## src/rtl/fb_pkg.sv

```systemverilog
// Shared constants and helpers for the frame-buffer manager.
package fb_pkg;

    localparam int unsigned FRAME_W         = 640;
    localparam int unsigned FRAME_H         = 480;
    localparam int unsigned BYTES_PER_PIX   = 2;
    localparam int unsigned FRAME_BYTES_DEF = FRAME_W * FRAME_H * BYTES_PER_PIX;
    localparam int unsigned BUF_IDX_W       = 2;
    localparam logic [31:0] BASE_ADDR_DEF   = 32'h1000_0000;

    // Increment that holds at max_v instead of wrapping.
    function automatic logic [31:0] sat_inc(input logic [31:0] v, input logic [31:0] max_v);
        return (v >= max_v) ? v : v + 32'd1;
    endfunction

endpackage

```

## src/rtl/frame_buffer_manager_free_select.sv

```systemverilog
// Picks the lowest buffer index whose bit is clear in the in-use mask.
import fb_pkg::*;

module fb_free_select #(
    parameter int unsigned NUM_BUFS = 3
) (
    input  logic [NUM_BUFS-1:0]  in_use,
    output logic [BUF_IDX_W-1:0] free_idx_c
);

    always_comb begin
        free_idx_c = '0;
        for (int i = int'(NUM_BUFS) - 1; i >= 0; i--) begin
            if (!in_use[i]) free_idx_c = BUF_IDX_W'(i);
        end
    end

endmodule

```

## src/rtl/frame_buffer_manager.sv

```systemverilog
// N-buffer frame-store controller: rotates writer/pending/display roles on
// writer_done and display vsync, and publishes DDR base addresses.
import fb_pkg::*;

module frame_buffer_manager #(
    parameter int unsigned       NUM_BUFS    = 3,
    parameter int unsigned       ADDR_W      = 32,
    parameter logic [ADDR_W-1:0] BASE_ADDR   = ADDR_W'(BASE_ADDR_DEF),
    parameter int unsigned       FRAME_BYTES = FRAME_BYTES_DEF,
    parameter int unsigned       CNT_W       = 16
) (
    input  logic              clk_100Mhz,
    input  logic              rst,
    input  logic              writer_done,
    input  logic              vsync_start,
    output logic [ADDR_W-1:0] wr_base_addr,
    output logic [ADDR_W-1:0] rd_base_addr,
    output logic [1:0]        wr_buf_idx,
    output logic [1:0]        rd_buf_idx,
    output logic              wr_hold,
    output logic              swap_pulse,
    output logic              drop_pulse,
    output logic              proto_err,
    output logic [CNT_W-1:0]  frames_written,
    output logic [CNT_W-1:0]  frames_dropped,
    output logic [CNT_W-1:0]  frames_repeated
);

    localparam logic [31:0] CNT_MAX = 32'((64'd1 << CNT_W) - 64'd1);

    function automatic logic [ADDR_W-1:0] addr_of(input logic [BUF_IDX_W-1:0] idx);
        return BASE_ADDR + ADDR_W'(idx) * ADDR_W'(FRAME_BYTES);
    endfunction

    function automatic logic [CNT_W-1:0] cnt_inc(input logic [CNT_W-1:0] v);
        return CNT_W'(sat_inc(32'(v), CNT_MAX));
    endfunction

    logic [BUF_IDX_W-1:0] wr_idx_q, wr_idx_d, rd_idx_q, rd_idx_d, pend_idx_q, pend_idx_d;
    logic                 pend_valid_q, pend_valid_d, wr_hold_q, wr_hold_d;
    logic                 swap_q, swap_d, drop_q, drop_d, proto_err_q, proto_err_d;
    logic [CNT_W-1:0]     written_q, written_d, dropped_q, dropped_d, repeated_q, repeated_d;
    logic [ADDR_W-1:0]    wr_addr_q, wr_addr_d, rd_addr_q, rd_addr_d;
    logic [NUM_BUFS-1:0]  in_use_c;
    logic [BUF_IDX_W-1:0] free_idx_c;
    logic                 wd_ok_c;

    // Only consulted on writer_done alone, where the old write buffer becomes pending.
    assign in_use_c = (NUM_BUFS'(1) << rd_idx_q) | (NUM_BUFS'(1) << wr_idx_q);

    fb_free_select #(.NUM_BUFS(NUM_BUFS)) u_free_select (
        .in_use     (in_use_c),
        .free_idx_c (free_idx_c)
    );

    always_comb begin
        wr_idx_d     = wr_idx_q;
        rd_idx_d     = rd_idx_q;
        pend_idx_d   = pend_idx_q;
        pend_valid_d = pend_valid_q;
        wr_hold_d    = wr_hold_q;
        swap_d       = 1'b0;
        drop_d       = 1'b0;
        proto_err_d  = proto_err_q;
        written_d    = written_q;
        dropped_d    = dropped_q;
        repeated_d   = repeated_q;
        wd_ok_c      = writer_done && !wr_hold_q;

        if (NUM_BUFS == 2) begin
            if (writer_done && wr_hold_q) proto_err_d = 1'b1;
            if (wd_ok_c && vsync_start) begin
                rd_idx_d     = wr_idx_q;
                wr_idx_d     = rd_idx_q;
                pend_valid_d = 1'b0;
                wr_hold_d    = 1'b0;
                swap_d       = 1'b1;
                written_d    = cnt_inc(written_q);
            end else if (wd_ok_c) begin
                // Writer keeps pointing at the completed frame but is held off it.
                pend_idx_d   = wr_idx_q;
                pend_valid_d = 1'b1;
                wr_hold_d    = 1'b1;
                written_d    = cnt_inc(written_q);
            end else if (vsync_start) begin
                if (pend_valid_q) begin
                    rd_idx_d     = pend_idx_q;
                    wr_idx_d     = rd_idx_q;
                    pend_valid_d = 1'b0;
                    wr_hold_d    = 1'b0;
                    swap_d       = 1'b1;
                end else begin
                    repeated_d = cnt_inc(repeated_q);
                end
            end
        end else begin
            if (writer_done && vsync_start) begin
                rd_idx_d     = wr_idx_q;
                wr_idx_d     = rd_idx_q;
                swap_d       = 1'b1;
                pend_valid_d = 1'b0;
                written_d    = cnt_inc(written_q);
                if (pend_valid_q) begin
                    drop_d    = 1'b1;
                    dropped_d = cnt_inc(dropped_q);
                end
            end else if (writer_done) begin
                if (pend_valid_q) begin
                    drop_d    = 1'b1;
                    dropped_d = cnt_inc(dropped_q);
                end
                pend_idx_d   = wr_idx_q;
                pend_valid_d = 1'b1;
                wr_idx_d     = free_idx_c;
                written_d    = cnt_inc(written_q);
            end else if (vsync_start) begin
                if (pend_valid_q) begin
                    rd_idx_d     = pend_idx_q;
                    pend_valid_d = 1'b0;
                    swap_d       = 1'b1;
                end else begin
                    repeated_d = cnt_inc(repeated_q);
                end
            end
        end

        wr_addr_d = addr_of(wr_idx_d);
        rd_addr_d = addr_of(rd_idx_d);
    end

    always_ff @(posedge clk_100Mhz or posedge rst) begin
        if (rst) begin
            wr_idx_q     <= BUF_IDX_W'(0);
            rd_idx_q     <= BUF_IDX_W'(1);
            pend_idx_q   <= '0;
            pend_valid_q <= 1'b0;
            wr_hold_q    <= 1'b0;
            swap_q       <= 1'b0;
            drop_q       <= 1'b0;
            proto_err_q  <= 1'b0;
            written_q    <= '0;
            dropped_q    <= '0;
            repeated_q   <= '0;
            wr_addr_q    <= addr_of(BUF_IDX_W'(0));
            rd_addr_q    <= addr_of(BUF_IDX_W'(1));
        end else begin
            wr_idx_q     <= wr_idx_d;
            rd_idx_q     <= rd_idx_d;
            pend_idx_q   <= pend_idx_d;
            pend_valid_q <= pend_valid_d;
            wr_hold_q    <= wr_hold_d;
            swap_q       <= swap_d;
            drop_q       <= drop_d;
            proto_err_q  <= proto_err_d;
            written_q    <= written_d;
            dropped_q    <= dropped_d;
            repeated_q   <= repeated_d;
            wr_addr_q    <= wr_addr_d;
            rd_addr_q    <= rd_addr_d;
        end
    end

    assign wr_base_addr    = wr_addr_q;
    assign rd_base_addr    = rd_addr_q;
    assign wr_buf_idx      = wr_idx_q;
    assign rd_buf_idx      = rd_idx_q;
    assign wr_hold         = wr_hold_q;
    assign swap_pulse      = swap_q;
    assign drop_pulse      = drop_q;
    assign proto_err       = proto_err_q;
    assign frames_written  = written_q;
    assign frames_dropped  = dropped_q;
    assign frames_repeated = repeated_q;

    // Role invariants; with two buffers the pending frame still sits under the held writer.
    a_wr_ne_rd: assert property (@(posedge clk_100Mhz) disable iff (rst) wr_idx_q != rd_idx_q);
    a_pend_ok: assert property (@(posedge clk_100Mhz) disable iff (rst)
        pend_valid_q |-> (pend_idx_q != rd_idx_q && (NUM_BUFS == 2 || pend_idx_q != wr_idx_q)));
    a_idx_range: assert property (@(posedge clk_100Mhz) disable iff (rst)
        32'(wr_idx_q) < NUM_BUFS && 32'(rd_idx_q) < NUM_BUFS && 32'(pend_idx_q) < NUM_BUFS);

endmodule
```

## config.mk

```make
export PLATFORM = sky130hd
export DESIGN_NAME = frame_buffer_manager
export DESIGN_NICKNAME = d
export VERILOG_FILES = /design/src/rtl/fb_pkg.sv /design/src/rtl/frame_buffer_manager_free_select.sv /design/src/rtl/frame_buffer_manager.sv
export SDC_FILE = /design/constraint.sdc
export NUM_CORES = 1
export LEC_CHECK = 0
export CAP_MARGIN = 20
export CELL_PAD_IN_SITES_DETAIL_PLACEMENT = 1
export CELL_PAD_IN_SITES_GLOBAL_PLACEMENT = 2
export CORE_UTILIZATION = 25
export CTS_CLUSTER_DIAMETER = 50
export DETAILED_ROUTE_END_ITERATION = 8
export GPL_TIMING_DRIVEN = 0
export MAX_ROUTING_LAYER = met4
export PLACE_DENSITY_LB_ADDON = 0.1
export SYNTH_ARGS = -nofsm -noshare
export SYNTH_HDL_FRONTEND = slang
export SYNTH_SLANG_ARGS = --single-unit
```

## constraint.sdc

```tcl
create_clock -name clk_100Mhz -period 2.1 [get_ports clk_100Mhz]
set_input_delay 0.42 -clock clk_100Mhz [delete_from_list [all_inputs] [get_ports clk_100Mhz]]
set_output_delay 0.42 -clock clk_100Mhz [all_outputs]
set_load 0.1 [all_outputs]
```

==> impl_metrics.csv, run 1 <==
group,metric,value,unit
routing,ant_nets,0,
clock_tree,clk_pin_slew_worst_paths,0.05,ns
finish,antennaDiodeCount,0,
routing,first_pass_iters,6,
clock_tree,clockBufferDepth,2,
logic_synthesis,ys.warnings.count,0,
logic_synthesis,synth_ff_type,"dfrtp_1",
timing,rsz0062_at_grt,"false",
critical_path,worstSetupEndpointType,"primary output",
logic_synthesis,synth_edf_count,0,
routing,viasPerCell,4.166,
floorplanning,io_pins,124,
logic_synthesis,synth.distinct_cells,47,
power,p_leak,2.509,nW
finish,nFillCells,1585,
floorplanning,core,13830,um2
clock_tree,clkLatencyLatePin,0.32,ns
power,power,6.495,mW
critical_path,cp-start-kind,"flop",
finish,postLayoutCoreUtil,35.77,%
place,io_buffer_count,73,
outcome,violations,"DRC",
finish,drive_above_1_share,32.62,%
critical_path,cpPeakStageDelay,0.88,ns
logic_synthesis,syn_area_per_cell,10.62,um2
clock_tree,cts_setup_buffers,0,
timing,slew_headroom,34.14,%
power,max-vdd-ir-drop,0.5562,mV
clock_tree,postCtsHoldBufs,0,
logic_synthesis,ys_ff_latch,65,
timing,worst_slew_pin_slew,0.9918,ns
clock_tree,cts_resized,98,
routing,drt-initial-drc-count,72,
critical_path,cp.arrival,1.63,ns
place,dp_hpwl,5992,um
floorplanning,die_h,120.8,um
clock_tree,cts.sinks,65,
timing,finalSetupViolations,0,
timing,clock.fmax,486.8,MHz
routing,drt-wirelength-per-cell,12.87,um
global_route,track_usage,12.77,%
global_route,antenna_found_initial,0,
timing,slew_violations,0,
global_route,grt_pass1_vias,2759,
routing,num_vias,2704,
clock_tree,cts_max_level,3,
global_route,grt_pass1_wl,14190,um
critical_path,path_buf_inv,1,
place,place.gp.congestion,0.7367,
timing,post-route-period-util,97.83,%
floorplanning,dieArea,14580,um2
timing,hold_violations,0,
timing,finClkSkew,0.004386,ns
routing,finalWirelength,8350,um
finish,seq_area,1678,um2
logic_synthesis,syn-instance-count,332,
clock_tree,cts_tree,"done",
power,power_density,1313,nW/um2
outcome,status,"finished with violations",
logic_synthesis,async_flop_share,100.0,%
routing,drc,2,
critical_path,cp.required,1.68,ns
clock_tree,numCtsBuffers,9,
worst_hold_path,min_path_type,"reg2reg",
global_route,gr-total-overflow,0,
timing,post-route-min-period,2.054,ns
global_route,grt_max_degree,66,
logic_synthesis,ys_seq_area_share,46.24,%
floorplanning,num_rows,43,
critical_path,worstPathCellList,"dlygate4sd2_1",
logic_synthesis,synth_area,3526,um2
critical_path,crit_type,"reg2out",
finish,multi_input_area,1597,um2
critical_path,slowest_stage,"dlygate4sd2_1",
floorplanning,dieWidth,120.8,um
critical_path,worstPathMaxFanout,5,
clock_tree,cts-root-buf,"clkbuf_16",
finish,fin_nets,475,
timing,hold_slack,0.4866,ns
floorplanning,initial_utilization,25.50,%
critical_path,critical-path-top-delay-family,"buffers and inverters",
finish,area_growth,40.28,%
flow_run,drv_cap,0,
==> report_power, final <==
group	leakage, nW	internal, mW	total [mW]	switching (mW)
combinational	1.57	0.582	3.21	2.63
sequential	0.788	1.53	1.83	0.302
clock	0.149	0.924	1.46	0.535
==> per-stage QoR <==
step                      cell area [um2]  setup TNS (ns)  setup slack, ns  cells
final                                4946               0          0.04559    649
after global routing                 4946               0         0.001779    649
after CTS                            4960               0         0.001031    649
after detailed placement             4712          -7.202          -0.4106    633
after global placement               4710          -98.81           -1.552    633
after floorplan                      3754          -3.028         -0.07905    380
==> state kept, by name, indices dropped and copies added, names as in the netlist <==
register / count
wr_base_addr: 5
frames_repeated: 16
pend_idx_q: 2
frames_dropped: 16
rd_base_addr: 5
rd_buf_idx: 1
frames_written: 16
wr_buf_idx: 1
drop_pulse: 1
swap_pulse: 1
pend_valid_q: 1
==> cells in the final DEF, fill, tap and decap left out, types with 4 or more instances in the layout <==
cell type,instances
dfrtp_2,38
clkbuf_8,4
xnor2_1,17
o211ai_1,4
nor2_1,13
o2111ai_1,4
nand3_1,19
ha_1,7
clkbuf_2,6
dfrtp_1,24
and3_1,7
clkdlybuf4s15_2,11
nand2_1,14
xor2_1,24
buf_4,60
dlygate4sd2_1,50
nor3_1,15
o21ai_0,4
conb_1,50
nor2b_1,4
inv_1,9
nand4_1,13
mux2_2,6
clkbuf_16,9
==> layout make-up <==
type                    instances  share of cell area, %
well taps                     180                  4.554
inverters                      10                 0.8095
clock buffers                  14                  5.742
multi-input cells             243                  32.28
repair buffers                 73                  13.28
flip-flops and latches         65                  33.92
plain buffers                  62                  9.208
clock inverters                 2                 0.2024
==> logic make-up after synthesis <==
logic type / after synthesis / share of synthesized area [%]
and+or+nand+nor: 113 / 18.84
buffers and inverters: 72 / 13.88
DFF: 65 / 46.24
xor gates and xnor gates: 41 / 10.18
AOI/OAI and AO/OA: 24 / 5.500
muxes: 8 / 2.661
adders and majority gates: 7 / 2.484
other: 2 / 0.2130
==> final timing paths <==
check	startpoint	to	slack, ns	cells past startpoint
max	frames_dropped[8]$_DFFE_PP0P_	frames_dropped[8]	0.05	1
min	frames_written[15]$_DFFE_PP0P_	frames_written[15]$_DFFE_PP0P_	0.49	1
max reg2reg	frames_dropped[0]$_DFFE_PP0P_	frames_dropped[1]$_DFFE_PP0P_	0.20	5
min reg2reg	frames_written[15]$_DFFE_PP0P_	frames_written[15]$_DFFE_PP0P_	0.49	1
max in group asynchronous	rst	frames_written[0]$_DFFE_PP0P_	0.89	2
min in group asynchronous	rst	drop_pulse$_DFF_PP0_	0.62	2
==> per-layer routing <==
layer  routed length [um]  track usage, %
met3                  357           2.736
met2                 3924           19.65
met5                    0               -
met1                 4014           16.49
met4                   54           4.630
==> Yosys cell counts (4+ instances only) <==
cell type	n	area [um2]
nand4_1	13	81.33
mux2_2	6	67.56
inv_1	10	37.54
nand2_1	14	52.55
and3_1	7	43.79
ha_1	7	87.58
nor3b_1	4	30.03
nor3_1	16	80.08
nor2_1	13	48.80
o2111ai_1	4	35.03
nand3_1	19	95.09
nor2b_1	4	25.02
o211ai_1	4	30.03
xnor2_1	17	148.9
o21ai_0	4	20.02
xor2_1	24	210.2
buf_4	58	435.4
dfrtp_1	62	1551
==> worst register-to-register path: cells and delay by family (launching register included) <==
family                   cells  cell delay (ns)
AND/OR/NAND/NOR              3             0.85
flip-flops                   1             0.39
adder cells (fa/ha/maj)      1             0.23
multiplexers                 1             0.32
No activity file was read; power rests on OpenSTA's default activity.
==> inputs of run 2 (changes only) <==
--- a/config.mk
+++ b/config.mk
@@ -14,6 +14,7 @@
 export GPL_TIMING_DRIVEN = 0
 export MAX_ROUTING_LAYER = met4
 export PLACE_DENSITY_LB_ADDON = 0.1
+export SLEW_MARGIN = 20
 export SYNTH_ARGS = -nofsm -noshare
 export SYNTH_HDL_FRONTEND = slang
 export SYNTH_SLANG_ARGS = --single-unit
==> run 2 against run 1 <==
Against the previous run:
- the flow still finishes with violations (DRC)
- critical path depth is the same
- first-iteration DRC count up 39%
- die area stayed put
- fmax barely moved
- critical path type unchanged
==> impl_metrics.csv, run 2 (synthesis results as in run 1) <==
group,metric,value,unit
routing,ant_nets,0,
routing,drt-initial-drc-count,100,
critical_path,critical-path-top-delay-family,"buffers and inverters",
floorplanning,initial_utilization,25.50,%
routing,drc,2,
critical_path,cp.arrival,1.63,ns
floorplanning,num_rows,43,
timing,finalSetupTns,0,ns
place,io_buffer_count,73,
finish,nFillCells,1577,
power,power_density,1307,nW/um2
finish,design_area,4965,um2
timing,post-route-period-util,97.75,%
critical_path,path_buf_inv,1,
clock_tree,cts.sinks,65,
timing,hold_slack,0.4554,ns
power,p_leak,2.521,nW
timing,finalSetupViolations,0,
floorplanning,core,13830,um2
clock_tree,clk_pin_slew_worst_paths,0.05,ns
critical_path,worstPathCellList,"dlygate4sd2_1",
outcome,status,"finished with violations",
finish,final_common_cell,"buf_4",
place,place.gp.congestion,0.7367,
critical_path,worstPathMaxFanout,7,
critical_path,crit_type,"reg2out",
clock_tree,clockBufferDepth,2,
finish,fin_cells,650,
clock_tree,cts_max_level,3,
timing,clock.fmax,487.2,MHz
critical_path,slowest_stage,"dlygate4sd2_1",
routing,num_vias,2710,
global_route,track_usage,12.98,%
global_route,grt_pass1_wl,14420,um
routing,viasPerCell,4.169,
timing,worst_slew_pin_slew,0.9910,ns
global_route,gr-total-overflow,0,
timing,slew_headroom,34.20,%
clock_tree,numCtsBuffers,9,
finish,antennaDiodeCount,0,
finish,fin_nets,476,
floorplanning,io_pins,124,
worst_hold_path,min_path_type,"in2async",
routing,drt-wirelength-per-cell,12.97,um
critical_path,cpPeakStageDelay,0.88,ns
timing,finClkSkew,0.003083,ns
place,dp_cells,634,
clock_tree,clkLatencyLatePin,0.32,ns
timing,post-route-min-period,2.053,ns
finish,drive_above_1_share,32.77,%
power,power,6.488,mW
timing,rsz0062_at_grt,"false",
place,dp_hpwl,6144,um
clock_tree,cts-root-buf,"clkbuf_16",
flow_run,drv_cap,0,
timing,hold_violations,0,
critical_path,cp-start-kind,"flop",
routing,finalWirelength,8428,um
critical_path,cp.required,1.68,ns
floorplanning,dieArea,14580,um2
clock_tree,cts_tree,"done",
place,place_area,4732,um2
critical_path,worstSetupEndpointType,"primary output",
global_route,grt_pass1_vias,2783,
finish,area_growth,40.81,%
floorplanning,dieWidth,120.8,um
floorplanning,die_h,120.8,um
outcome,violations,"DRC",
routing,first_pass_iters,6,
finish,final_cell_mix,"buf_4, dlygate4sd2_1, conb_1",
global_route,antenna_found_initial,0,
power,max-vdd-ir-drop,0.4837,mV
timing,slew_violations,0,
global_route,grt_max_degree,36,
run 2: worst paths after layout:
kind / start / endpoint / slack (ns) / cells past startpoint
max: frames_repeated[4]$_DFFE_PP0P_ / frames_repeated[4] / 0.05 / 1
min: rst / drop_pulse$_DFF_PP0_ / 0.46 / 2
max reg2reg: frames_dropped[0]$_DFFE_PP0P_ / frames_dropped[1]$_DFFE_PP0P_ / 0.17 / 5
min reg2reg: frames_written[15]$_DFFE_PP0P_ / frames_written[15]$_DFFE_PP0P_ / 0.49 / 1
max in group asynchronous: rst / rd_buf_idx[0]$_DFF_PP1_ / 1.04 / 3
min in group clk_100Mhz: frames_written[15]$_DFFE_PP0P_ / frames_written[15]$_DFFE_PP0P_ / 0.49 / 1
run 2: cell type report:
cell class	count	area, um2	share of cell area, %
buffer	62	455.4	9.173
clock inverter	2	10.01	0.2016
inverter	10	40.04	0.8065
tap	180	225.2	4.536
sequential	65	1678	33.80
multi-input combinational	243	1597	32.16
clock buffer	14	284.0	5.721
timing repair buffer	74	675.6	13.61
run 2: report_power, final:
group	switching, mW	internal [mW]
Clock	0.534	0.924
Sequential	0.295	1.53
Combinational	2.62	0.584
Total	3.45	3.03
run 2: stage by stage:
stage / setup slack [ns] / util, %
2_1_floorplan: -0.07905 / -
3_3_place_gp: -1.552 / 34.06
3_5_place_dp: -0.4058 / 34.22
4_1_cts: 0.0007648 / 36.01
5_1_grt: 0.002113 / 35.91
6_report: 0.04727 / 35.91
run 2: per-layer routing:
metal	part of all wire [%]	vias up	track usage, %
met5	0	-	-
met3	4.4	6	1.981
met4	1.1	0	5.787
li1	-	1317	-
met1	48	1305	17.04
met2	47	82	19.76
run 2: timing repair:
action,CTS,global route
resized for setup,98,13
endpoints found under the setup margin,77,17
hold buffers,0,0
buffers inserted,0,0
